--- src/rtl/fp_sub_seq.sv ---
// fp_sub_seq: multi-cycle IEEE-754 single-precision subtractor (result = a - b).
// Alignment and normalization move one bit per clock; start/busy/done handshake.
module fp_sub_seq #(
   parameter int MAX_ALIGN = 25
) (
   input  logic        clk,
   input  logic        rst,
   input  logic        start,
   input  logic [31:0] a,
   input  logic [31:0] b,
   output logic        busy,
   output logic        done,
   output logic [31:0] result
);
   typedef enum logic [2:0] {IDLE, ALIGN, ADD, NORM, DONE} state_t;
   state_t state, nxt;
   logic        sl, ss, sg;
   logic [8:0]  el, es, ex, exd;
   logic [23:0] ml, ms, ma, mb;
   logic [24:0] sig, sum;
   logic [7:0]  cnt, ea, eb;
   logic [31:0] res_q, pk;
   logic        sa, sb, a_big, last_align;
   assign sa = a[31];
   assign sb = ~b[31];
   assign ea = a[30:23];
   assign eb = b[30:23];
   // Zero exponent flushes the operand (and any denormal) to zero
   assign ma = (ea == 8'd0) ? 24'd0 : {1'b1, a[22:0]};
   assign mb = (eb == 8'd0) ? 24'd0 : {1'b1, b[22:0]};
   assign a_big = {ea, ma} >= {eb, mb};
   assign sum = (sl == ss) ? {1'b0, ml} + {1'b0, ms} : {1'b0, ml} - {1'b0, ms};
   assign exd = ex - 9'd1;
   assign last_align = (es + 9'd1 == el) || (cnt == 8'(MAX_ALIGN - 1));
   assign pk = (sig == 25'd0 || ex == 9'd0) ? 32'd0 :
               (ex >= 9'd255) ? {sg, 8'hFF, 23'd0} : {sg, ex[7:0], sig[22:0]};
   always_ff @(posedge clk or posedge rst)
      if (rst) state <= IDLE;
      else state <= nxt;
   always_comb begin
      nxt = state;
      case (state)
         IDLE:    nxt = start ? ALIGN : IDLE;
         ALIGN:   nxt = (el == es || last_align) ? ADD : ALIGN;
         ADD:     nxt = (sum == 25'd0 || sum[24:23] == 2'b01) ? DONE : NORM;
         NORM:    nxt = (sig[24] || sig[22] || exd == 9'd0) ? DONE : NORM;
         default: nxt = IDLE;
      endcase
   end
   always_comb begin
      busy = state == ALIGN || state == ADD || state == NORM;
      done = state == DONE;
      result = done ? pk : res_q;
   end
   always_ff @(posedge clk or posedge rst)
      if (rst) begin
         sl <= 1'b0;
         ss <= 1'b0;
         sg <= 1'b0;
         el <= 9'd0;
         es <= 9'd0;
         ex <= 9'd0;
         ml <= 24'd0;
         ms <= 24'd0;
         sig <= 25'd0;
         cnt <= 8'd0;
         res_q <= 32'd0;
      end else begin
         case (state)
            IDLE: if (start) begin
               sl <= a_big ? sa : sb;
               ss <= a_big ? sb : sa;
               el <= {1'b0, a_big ? ea : eb};
               es <= {1'b0, a_big ? eb : ea};
               ml <= a_big ? ma : mb;
               ms <= a_big ? mb : ma;
               cnt <= 8'd0;
            end
            ALIGN: if (el != es) begin
               ms <= ms >> 1;
               es <= es + 9'd1;
               cnt <= cnt + 8'd1;
            end
            ADD: begin
               sig <= sum;
               ex <= el;
               sg <= sl;
            end
            NORM: begin
               sig <= sig[24] ? sig >> 1 : sig << 1;
               ex <= sig[24] ? ex + 9'd1 : exd;
            end
            DONE: res_q <= pk;
            default: ;
         endcase
      end
endmodule

--- config.mk ---
export PLATFORM = sky130hd
export DESIGN_NAME = fp_sub_seq
export DESIGN_NICKNAME = d
export VERILOG_FILES = /design/src/rtl/fp_sub_seq.sv
export SDC_FILE = /design/constraint.sdc
export NUM_CORES = 1
export LEC_CHECK = 0
export CAP_MARGIN = 15
export CORE_MARGIN = 2
export CORE_UTILIZATION = 61
export CTS_BUF_LIST = sky130_fd_sc_hd__clkbuf_8
export DETAILED_ROUTE_END_ITERATION = 10
export GPL_TIMING_DRIVEN = 1
export PLACE_DENSITY = 0.83
export SYNTH_ARGS = -nofsm -noshare
export SYNTH_HDL_FRONTEND = slang
export SYNTH_SLANG_ARGS = --single-unit
--- constraint.sdc ---
create_clock -name clk -period 7.1 [get_ports clk]
set_clock_uncertainty 0.15 [all_clocks]
set_input_delay 1.42 -clock clk [delete_from_list [all_inputs] [get_ports clk]]
set_output_delay 1.42 -clock clk [all_outputs]
set_load 0.05 [all_outputs]
[Word-level counts from Yosys, hierarchy flattened]
Cells that the tools add are included.
W data, S select, Z words.
Storage, ports and cells
  bits in registers: 145
  bits of input ports: 67
  word-level logic and storage cells: 82
  output and inout port bits: 34
Operators by class
  equal/unequal tests: 12
  bitwise operators: 1
  $add $sub $neg: 6
  muxes and demuxes: 30
  reduce and logical (&&, ||, !) cells: 19
  order comparisons: 2
Operators by type and width (count)
  $mux W24: 6
  $mux W32: 2
  $logic_not A25 Y1: 2
  $mux W25: 2
  $pmux W25 S2: 1
  $pmux W24 S2: 1
  $pmux W9 S2: 2
  $ge A32 B32 Y1: 1
  $mux W8: 4
  $mux W31: 1
  $mux W9: 3
  $add A24 B24 Y25: 1
  $sub A24 B24 Y25: 1
  $add A9 B1 Y9 const B: 2
  $logic_not A9 Y1: 2
  $logic_not A8 Y1: 2
  $pmux W8 S2: 1
  $pmux W3 S4: 1
  $eq A8 B9 Y1: 1
  $eq A9 B8 Y1: 1
  $ge A9 B8 Y1 const B: 1
  $ne A8 B9 Y1: 1
  $sub A9 B1 Y9 const B: 1
  $add A8 B1 Y8 const B: 1
  other kinds (17): 29

[Logic depth before layout (Yosys ltp)]
Gate-level depths: netlist (run 1).
  depth in word-level cells: 6
  mapped depth: 18
  gate-level depth less buffers: 18

[Least setup slack after synthesis (run 1)]
OpenSTA, ideal clock, no wires.
  path kind: reg-to-reg
  start: register ms[6]
  end: register state[1]
  cell stages (with the launch flop): 19
  slack: 2.152 ns
  library setup time: 0.135 ns
  data arrival time: 4.662 ns
  required time: 6.815 ns
  period minus slack after synthesis: 4.948 ns
  cells stage by stage: dfrtp_1 -> nor3_1 -> nand2b_1 -> or3_1 -> or3_1 -> or4_1 -> o31ai_1 -> xnor2_1 -> ha_1 -> buf_2 -> a21oi_1 -> o21ai_1 -> o221ai_1 -> and2_1 -> a211oi_1 -> or4_1 -> or4_1 -> o211ai_2 -> o22ai_1
On the way
  word-level cells in the longest chain between the ends: 6
  elaborated cells between the ends (all ways): 8
RTL lines
  from (decl): line 19  | logic [23:0] ml, ms, ma, mb;
  from (signal assigned): line 76  | ms <= a_big ? mb : ma;
  from (signal assigned): line 80  | ms <= ms >> 1;
  $sub A24 B24 Y25 or $add A24 B24 Y25 (tied branches): line 32  | assign sum = (sl == ss) ? {1'b0, ml} + {1'b0, ms} : {1'b0, ml} - {1'b0, ms};
  $mux W25 (*): line 32
  $logic_not A25 Y1 or $eq A2 B1 Y1 (tied branches): line 45  | ADD: nxt = (sum == 25'd0 || sum[24:23] == 2'b01) ? DONE : NORM;
  $logic_or A1 B1 Y1 (*): line 45
  $mux W3 (*): line 45
  $pmux W3 S4 (*): line 42  | case (state)
  via nxt[1]: line 16  | state_t state, nxt;
  to (signal assigned): line 39  | else state <= nxt;
  to (decl): line 16
Mark *: on every way through the listed nets, which the timed path passes. The rest lies on a longest branch.
A chain may end at the register's enable or synchronous reset.

[Final worst setup path (run 1)]
  start: input a[30]
  end: register ms[0]
On the way
  word-level cells in the longest chain between the ends: 6
RTL lines
  from (decl): line 9  | input logic [31:0] a,
  $logic_not A8 Y1: line 29  | assign ma = (ea == 8'd0) ? 24'd0 : {1'b1, a[22:0]};
  $mux W24: line 29
  $ge A32 B32 Y1: line 31  | assign a_big = {ea, ma} >= {eb, mb};
  $mux W24 (*): line 76
  $mux W24 (*): line 70  | IDLE: if (start) begin
  $pmux W24 S2 (*): line 69  | case (state)
Every way passes the cells marked *; elsewhere a longest branch is shown, timed or not. The select of a mux whose other input is x is not followed.

==> reports/results.tsv, run 1 <==
metric	value	unit
status	finished, final reports clean	
min Tclk post-route	5.64	ns
Antenna Nets Post-Route	0	
Critical Path RT	7.29	ns
die height	139	um
Startpoint Class	input pin	
CP max-delay cell	clkdlybuf4s50_1	
Async S/R FF share, synth	100	%
antenna diode count	0	
wire length per cell	18.8	um
top-area cell type share of the netlist area	32.7	%
fin nets	1556	
layout cells sized above 1	5.01	%
Worst path max stage delay	0.52	ns
leading cell type in the layout, fill and taps excluded	nand2_1	
area of the multi-input gates	6910	um2
Filler Cells Inserted	1481	
worst-margin pin slew	1.12	ns
crit-path max FO	48	
Worst-path clk slew	0.08	ns
Post-CTS Setup Bufs	0	
Ys Warns	0	
clock root cell	clkbuf_8	
cells after synthesis	1376	
DIE WIDTH	139	um
hold buffers post-CTS	0	
final period utilization	79.5	%
slew margin rel.	25.2	%
worst skew pair latency	0.47	ns
final instance area	12600	um2
CTS Buf Count	17	
area post-placement	12200	um2
Total Wirelength	31200	um
Post-Route Setup TNS	0	ns
GRT Overall Usage	32.4	%
Max Cap Viol	0	
final setup vio count	0	
first-pass GRT wire length	51700	um
Final Hold Viols	0	
H-tree Lvls	4	
CP cell instances	clkdlybuf4s50_1 -> nor4_1 -> nand2_1 -> nand2_1 -> inv_1 -> ha_1 -> a21o_1 -> a21o_1 -> a21oi_1 -> o21ai_1 -> a2111oi_0 -> a211o_1 -> buf_4 -> nor3_1 -> a41oi_1 -> o2111ai_1	
PortBufs	100	
post-synthesis register bit count	145	
largest net degree at the start of global routing	91	
top cells by area, synth	dfrtp_1 (33%), ha_1 (7.3%), nand2_1 (5.5%), nor2_1 (4.1%), a21oi_1 (3.8%)	
mapped cell area	11100	um2
top_reg_cell synth	dfrtp_1	
max-slew violations	0	
die footprint	19300	um2
Seq/Total Area, Yosys	32.7	%
post-DP HPWL	22200	um
total gr overflow	0	
RSZ-0062 raised after global routing	no	
cts repair resizes	0	
vias post-DR	11000	
synthesis-to-finish area growth	13.7	%
CP top delay family	compound AO/OA/AOI/OAI gates	
DR iter-0 viols	1137	
Storage cell area	3630	um2
worst hold slack	0.346	ns
net count after synthesis	1509	
commonest cells after routing, fill and taps aside	nand2_1 (161), dfrtp_1 (145), nor2_1 (119)	
Via density	6.63	
CTS tree	done	
fmax	177	MHz
# IOs	101	
HP Class	register to register	
vias in the first global route	10300	
drc violations	0	
Critical Setup Path Class	input pin to register	
Avg Inst Size Synth	8.06	um2
CTS Buffer Depth	2	
buffers and inverters on the worst path	3	
Pre-Repair DR Iteration Count	6	
crit end category	register	
Initial Util	61.9	%
RePlAce Congestion	0.942	
clock sink count	145	
Yosys cell types	64	
Row Count	49	
Post-synth EDFFs	0	
CP arrival	5.84	ns
Core Box Area	17900	um2
initial antenna violation count	0	
Yosys top cell by area	dfrtp_1	
-- registers in the layout, indices dropped and copies added (netlist names), 3 cells and up --
register and flops:
cnt 8, state 3, ms 24, es 9
ex 9, res_q 32, ml 24, el 8
sig 25
-- metrics by stage --
| step | setup WS, ns | cells | utilization, % |
|---|---|---|---|
| 6_report | 1.46 | 1665 | 70.5 |
| 4_1_cts | 1.53 | 1665 | 70.5 |
| 5_1_grt | 1.15 | 1665 | 70.5 |
| 3_5_place_dp | 1.09 | 1633 | 68.1 |
| 2_1_floorplan | 1.64 | 1376 | - |
| 3_3_place_gp | 1.23 | 1633 | 68.1 |
-- path summary, 6_finish.rpt --
| path | slack, ns | start | end | cells after the start |
|---|---|---|---|---|
| hold reg to reg | 0.35 | res_q[25] | res_q[25] | 2 |
| setup / recovery | 1.46 | a[30] | ms[0] | 16 |
| setup reg to reg | 1.51 | ms[6] | state[1] | 17 |
| min in group asynchronous | 1.32 | rst | res_q[17] | 2 |
| max in group asynchronous | 4.24 | rst | ms[21] | 3 |
| hold / removal | 0.35 | res_q[25] | res_q[25] | 2 |
-- logic make-up (layout without fill, tap and decap cells) --
kind of cell / count (synthesis) / in the layout / share of synthesized area, %
xor+xnor: 63 / 63 / 4.98
compound gates: 393 / 393 / 24.0
simple gates: 534 / 534 / 23.3
fa+ha+maj: 66 / 66 / 7.52
flops: 145 / 145 / 32.7
mux: 26 / 26 / 2.44
buf+inv: 149 / 209 / 5.06
-- synth_stat cells, drive strengths merged (6+ instances only) --
master	n
dfrtp	145
xor2	29
a22o	23
o211ai	6
o21a	12
nor4	15
nand3	76
o41ai	6
o22ai	15
a21o	18
o31ai	9
a21oi	85
ha	65
or3	27
and2	8
a211oi	12
xnor2	34
nor3b	27
nand2	161
a31oi	11
inv	57
mux2i	18
nand4	24
nand2b	12
or4	9
and3	7
mux2	8
a311oi	25
o2111ai	24
buf	6
nor2b	9
o21ai	93
nor3	26
nor2	120
a221oi	24
clkbuf	86
-- worst register-to-register path, stage by stage (launching register included) --
cell and delay [ns]:
dfrtp_1 0.45, nor3_1 0.27, nand2b_1 0.12, or3_1 0.37, or3_1 0.36, or4_1 0.50, o31ai_1 0.27, xnor2_1 0.15
ha_1 0.34, a21oi_1 0.23, o21ai_1 0.18, o221ai_1 0.29, and2_1 0.18, a211oi_1 0.11, or4_1 0.51, or4_1 0.53
o211ai_2 0.30, o22ai_1 0.13
-- layout make-up --
cell class	count	share of cell area, %
timing repair buffer	120	9.13
clock inverter	15	1.47
tap	229	2.27
inverter	57	1.74
multi-input combinational	1082	54.8
sequential	145	28.8
clock buffer	17	1.86
-- per-layer routing --
| layer | up-vias | part of all wire, % | GRT usage [%] |
|---|---|---|---|
| li1 | 5176 | - | - |
| met3 | 68 | 8.9 | 6.01 |
| met2 | 560 | 45 | 49.6 |
| met1 | 5242 | 43 | 46.3 |
| met4 | 0 | 2.5 | 11.5 |
| met5 | - | 0 | 0 |
Power of run 1 is not shown: default switching activity piles up to over one toggle a cycle in this logic, so the estimate is an artifact.
==> run 2: changes to the inputs <==
--- a/config.mk
+++ b/config.mk
@@ -7,11 +7,11 @@
 export LEC_CHECK = 0
 export CAP_MARGIN = 15
 export CORE_MARGIN = 2
-export CORE_UTILIZATION = 61
+export CORE_UTILIZATION = 55
 export CTS_BUF_LIST = sky130_fd_sc_hd__clkbuf_8
 export DETAILED_ROUTE_END_ITERATION = 10
 export GPL_TIMING_DRIVEN = 1
-export PLACE_DENSITY = 0.83
+export PLACE_DENSITY = 0.79
 export SYNTH_ARGS = -nofsm -noshare
 export SYNTH_HDL_FRONTEND = slang
 export SYNTH_SLANG_ARGS = --single-unit
==> constraint.sdc (replaced) <==
create_clock -name clk -period 4.7 [get_ports clk]
set_clock_uncertainty 0.15 [all_clocks]
set_input_delay 0.94 -clock clk [delete_from_list [all_inputs] [get_ports clk]]
set_output_delay 0.94 -clock clk [all_outputs]
set_load 0.05 [all_outputs]
==> run 2 against run 1 <==
Effect of this change: the run now ends with setup timing left; critical endpoint is now state[1]; critical path depth grew 1; clock-buffer cell count stayed put; wire length is 7.1% higher; register-to-register slack worse by 1.8 ns; via count grew 4.4%; first-iteration DRC count increased by 6.6%; flip-flop and latch count did not move; cell area is 11% higher; non-clock buffer count is 120 higher; global-route usage decreased by 0.84 points; highest routed layer unchanged; worst setup slack worse by 1.7 ns; utilization grew 1.0 points.
==> reports/results.tsv, run 2 (same netlist as run 1, synthesis figures left out) <==
metric	value	unit	change
RSZ-0062 raised after global routing	yes		
layout cells sized above 1	15.6	%	+11 points
vias in the first global route	10900		+6.4%
Initial Util	56.4	%	-5.5 points
CP cell instances	nor3_2 -> nand2b_1 -> or3_4 -> or3_4 -> or4_4 -> o31ai_4 -> xnor2_1 -> ha_1 -> nand4_1 -> nor2_2 -> nand4_1 -> a211oi_2 -> a211oi_2 -> or4_1 -> or4_4 -> o211ai_4 -> o22ai_1		
fin nets	1676		+7.7%
hold buffers post-CTS	0		unchanged
Pre-Repair DR Iteration Count	7		+1
met3 GRT Util	6.11	%	+0.10 points
fmax	201	MHz	
synthesis-to-finish area growth	26.7	%	
DR iter-0 viols	1212		+6.6%
Core Box Area	19700	um2	+9.8%
crit-path max FO	5		-90%
Startpoint Class	register		
worst skew pair latency	0.47	ns	about the same
Top Usage Layer GRT	met2		
die height	146	um	+5.2%
crit end category	register		
Final Hold Viols	0		unchanged
Util after Layout	71.5	%	+1.0 points
Top Registers	res_q (32), sig (25)		
Worst path max stage delay	0.54	ns	+0.02 ns
GRT Overall Usage	31.6	%	-0.84 points
RePlAce Congestion	0.965		+2.5%
Critical Setup Path Class	register to register		
failing checks	setup timing		
PortBufs	100		unchanged
met2 Track Usage GR	49.0	%	-0.59 points
Via density	6.33		-4.5%
# IOs	101		unchanged
leading cell type in the layout, fill and taps excluded	nand2_1		
Largest Register	res_q		
worst-margin pin slew	1.12	ns	+0.00316 ns
largest net degree at the start of global routing	146		+60%
final setup vio count	3		+3
slew margin rel.	25.1	%	-0.11 points
met1 Use GR	44.8	%	-1.4 points
HP Class	register to register		
H-tree Lvls	4		unchanged
wire length per cell	18.4	um	-2.1%
Critical Path RT	4.86	ns	-2.43 ns
Max Cap Viol	0		unchanged
die footprint	21300	um2	+11%
clock root cell	clkbuf_8		
first-pass GRT wire length	55600	um	+7.4%
CP arrival	5.13	ns	-0.71 ns
post-DP HPWL	24300	um	+9.7%
Largest register FFs	32		unchanged
drc violations	0		unchanged
Total Wirelength	33400	um	+7.1%
Worst-path clk slew	0.09	ns	about the same
Antenna Nets Post-Route	0		unchanged
antenna diode count	0		unchanged
CP max-delay cell	or4_4		
Row Count	51		+4.1%
Filler Cells Inserted	1610		+8.7%
CTS Buf Count	17		unchanged
max-slew violations	0		unchanged
clock sink count	145		unchanged
DIE WIDTH	146	um	+5.2%
CTS tree	done		
total gr overflow	0		unchanged
worst setup slack after layout	-0.271	ns	-1.73 ns
vias post-DR	11500		+4.4%
commonest cells after routing, fill and taps aside	nand2_1 (161), dfrtp_1 (145), buf_4 (133)		
min Tclk post-route	4.97	ns	
CTS Buffer Depth	2		unchanged
final period utilization	106	%	
initial antenna violation count	0		unchanged
status	complete, but fails checks		
[run 2: cell count changes in the layout (fill, tap and decap cells not counted), moves of 3 or more]
| cell | delta |
|---|---|
| buf_12 | +39 |
| clkdlybuf4s50_1 | -32 |
| nor4_1 | -3 |
| buf_4 | +113 |
| nor4_2 | +3 |
[run 2: timing repair]
action                     4_1_cts  5_1_grt
setup endpoints to repair        3        9
buffers inserted                 3        1
pin swaps                        5        8
gates resized for setup          7        8
[run 2: metrics by stage]
stage | cells | hold slack, ns | cell area, um2 | worst slack, ns | setup TNS, ns
final | 1821 | 0.373 | 14100 | -0.271 | -0.733
after global routing | 1821 | 0.396 | 14100 | -0.470 | -1.58
after CTS | 1820 | 0.385 | 14000 | -0.237 | -0.622
after detailed placement | 1785 | 0.364 | 13600 | -0.306 | -12.42
after global placement | 1785 | 0.349 | 13600 | -0.257 | -7.10
after floorplan | 1376 | 0.329 | 11100 | -0.00580 | -0.00580
[run 2: cell type report]
type                    instances  area, um2  share of cell area (%)
clock buffers                  17        234                    1.67
clock inverters                15        160                    1.14
inverters                      57        218                    1.55
multi-input cells            1082       7020                    50.0
flip-flops and latches        145       3630                    25.8
well taps                     265        332                    2.36
repair buffers                240       2460                    17.5
[run 2: worst paths after layout]
| check | startpoint | endpoint | slack [ns] | depth (start not counted) |
|---|---|---|---|---|
| max in group asynchronous | rst | res_q[24] | 2.95 | 3 |
| worst min-delay path | sg | sg | 0.37 | 1 |
| min in group asynchronous | rst | sig[14] | 0.90 | 3 |
| worst max-delay path | ms[6] | state[1] | -0.27 | 17 |
| worst max register to register | ms[6] | state[1] | -0.27 | 17 |
| worst min register to register | sg | sg | 0.37 | 1 |
[run 2: worst max-delay path: cells and delay by family, from the launching register on]
kind	cells	cell delay (ns)
and+or+nand+nor	10	3.06
AOI/OAI and AO/OA	5	0.77
DFF	1	0.39
adders and majority gates	1	0.37
xor gates and xnor gates	1	0.09
[run 2: routing by layer]
metal	routed length, um	up-vias	part of all wire [%]
met3	2690	79	8.1
li1	-	5429	-
met1	15000	5427	45
met5	0	-	0
met2	15000	598	45
met4	794	0	2.4
Power of run 2 is left out for the same reason.
==> run 3: changes to the inputs <==
--- a/config.mk
+++ b/config.mk
@@ -6,6 +6,7 @@
 export NUM_CORES = 1
 export LEC_CHECK = 0
 export CAP_MARGIN = 15
+export CORE_ASPECT_RATIO = 0.9
 export CORE_MARGIN = 2
 export CORE_UTILIZATION = 55
 export CTS_BUF_LIST = sky130_fd_sc_hd__clkbuf_8
==> run 3 against run 2 <==
Effect of this change: the flow still finishes with violations (setup timing); cell area is 0.85% higher; fmax fell by 1.0%; via count increased by 0.20%; non-clock buffer count increased by 7; wire length is 0.59% lower; register-to-register slack got worse by 0.05 ns; highest routed layer unchanged.
==> reports/results.tsv, run 3 (same netlist as run 1, synthesis figures left out) <==
metric	value	unit	change
status	complete, but fails checks		
failing checks	setup timing		
commonest cells after routing, fill and taps aside	nand2_1 (160), dfrtp_1 (145), buf_4 (142)		
worst-margin pin slew	1.07	ns	-0.0556 ns
crit end category	register		
DR iter-0 viols	1179		-2.7%
RSZ-0062 raised after global routing	yes		
Row Count	49		-3.9%
leading cell type in the layout, fill and taps excluded	nand2_1		
vias in the first global route	10700		-2.6%
hold buffers post-CTS	0		unchanged
GRT Overall Usage	30.7	%	-0.86 points
initial antenna violation count	0		unchanged
Initial Util	55.8	%	-0.60 points
fmax	199	MHz	-1.0%
antenna diode count	0		unchanged
clock root cell	clkbuf_8		
crit-path max FO	5		unchanged
Top Registers	res_q (32), sig (25)		
worst skew pair latency	0.46	ns	about the same
Startpoint Class	register		
Critical Path RT	4.85	ns	about the same
Total Wirelength	33200	um	-0.59%
Core Box Area	19900	um2	+1.1%
post-DP HPWL	24400	um	+0.38%
min Tclk post-route	5.02	ns	+0.0515 ns
Worst-path clk slew	0.08	ns	about the same
die footprint	21300	um2	about the same
fin nets	1683		+0.42%
max-slew violations	0		unchanged
clock sink count	145		unchanged
first-pass GRT wire length	54000	um	-2.7%
setup slack at placement	-0.305	ns	+0.00139 ns
wire length per cell	18.3	um	-0.43%
Via density	6.36		+0.36%
Largest register FFs	32		unchanged
Final Hold Viols	0		unchanged
final setup vio count	4		+1
Filler Cells Inserted	1563		-2.9%
HP Class	register to register		
PortBufs	100		unchanged
slew margin rel.	28.8	%	+3.7 points
DIE WIDTH	154	um	+5.3%
final period utilization	107	%	+1.1 points
largest net degree at the start of global routing	63		-57%
CTS Buf Count	17		unchanged
drc violations	0		unchanged
Pre-Repair DR Iteration Count	7		unchanged
RePlAce Congestion	0.971		+0.64%
CP arrival	5.17	ns	+0.04 ns
synthesis-to-finish area growth	27.8	%	
H-tree Lvls	4		unchanged
total gr overflow	0		unchanged
CTS tree	done		
Critical Setup Path Class	register to register		
Largest Register	res_q		
CTS Buffer Depth	2		unchanged
die height	139	um	-5.0%
layout cells sized above 1	16.9	%	+1.3 points
Antenna Nets Post-Route	0		unchanged
Max Cap Viol	0		unchanged
vias post-DR	11600		+0.20%
worst setup slack after layout	-0.323	ns	-0.0515 ns
# IOs	101		unchanged
-- run 3: cell types whose count changed in the layout (fill, tap and decap cells not counted), moves of 2 or more --
cell	before	now
buf_12	39	36
o21ai_2	2	6
o41ai_2	0	2
o41ai_1	6	4
buf_4	133	142
o21ai_0	79	74
nor3_1	24	22
-- run 3: repair_timing --
item                       4_1_cts  5_1_grt
setup endpoints to repair        3       17
resized for setup                3       38
buffers inserted                 3        7
pin swaps                        4       21
-- run 3: through the flow --
stage / hold slack [ns] / cell area (um2) / instances / TNS (ns) / util (%)
2_1_floorplan: 0.329 / 11100 / 1376 / -0.00580 / -
3_3_place_gp: 0.340 / 13500 / 1776 / -3.89 / 68.0
3_5_place_dp: 0.356 / 13500 / 1776 / -7.94 / 68.0
4_1_cts: 0.376 / 14000 / 1811 / -0.692 / 70.3
5_1_grt: 0.400 / 14200 / 1818 / -2.00 / 71.3
6_report: 0.375 / 14200 / 1818 / -1.12 / 71.3
-- run 3: cell type report --
type / count / area [um2] / share of cell area [%]
clock buffer: 18 / 248 / 1.75
clock inverter: 14 / 165 / 1.17
inverter: 57 / 218 / 1.54
multi-input combinational: 1082 / 7110 / 50.2
sequential: 145 / 3630 / 25.6
tap: 255 / 319 / 2.25
timing repair buffer: 247 / 2480 / 17.5
-- run 3: per-layer routing --
| layer | global-route usage [%] | vias up | part of all wire, % |
|---|---|---|---|
| li1 | - | 5428 | - |
| met1 | 44.5 | 5456 | 45 |
| met2 | 46.6 | 597 | 44 |
| met3 | 6.19 | 75 | 8.4 |
| met4 | 9.13 | 0 | 2.2 |
| met5 | 0 | - | 0 |
-- run 3: critical path, cell delays in order (launching register included) --
cell	delay, ns
dfrtp_1	0.39
nor3_2	0.21
nand2b_1	0.09
or3_4	0.36
or3_4	0.35
or4_4	0.59
o31ai_4	0.27
xnor2_1	0.11
ha_1	0.33
buf_4	0.12
buf_4	0.13
nand3_4	0.10
nor2_4	0.12
o41ai_2	0.08
o311a_1	0.14
or4_1	0.50
or4_4	0.54
o211ai_4	0.20
o22ai_1	0.10
-- run 3: path summary, 6_finish.rpt --
kind,slack [ns],cells after the start,startpoint,end
worst max-delay path,-0.32,18,ms[6],state[1]
worst min-delay path,0.38,1,sg,sg
worst max register to register,-0.32,18,ms[6],state[1]
worst min register to register,0.38,1,sg,sg
max in group asynchronous,2.65,3,rst,res_q[31]
min in group asynchronous,0.83,2,rst,sig[17]
Power of run 3 is left out for the same reason.
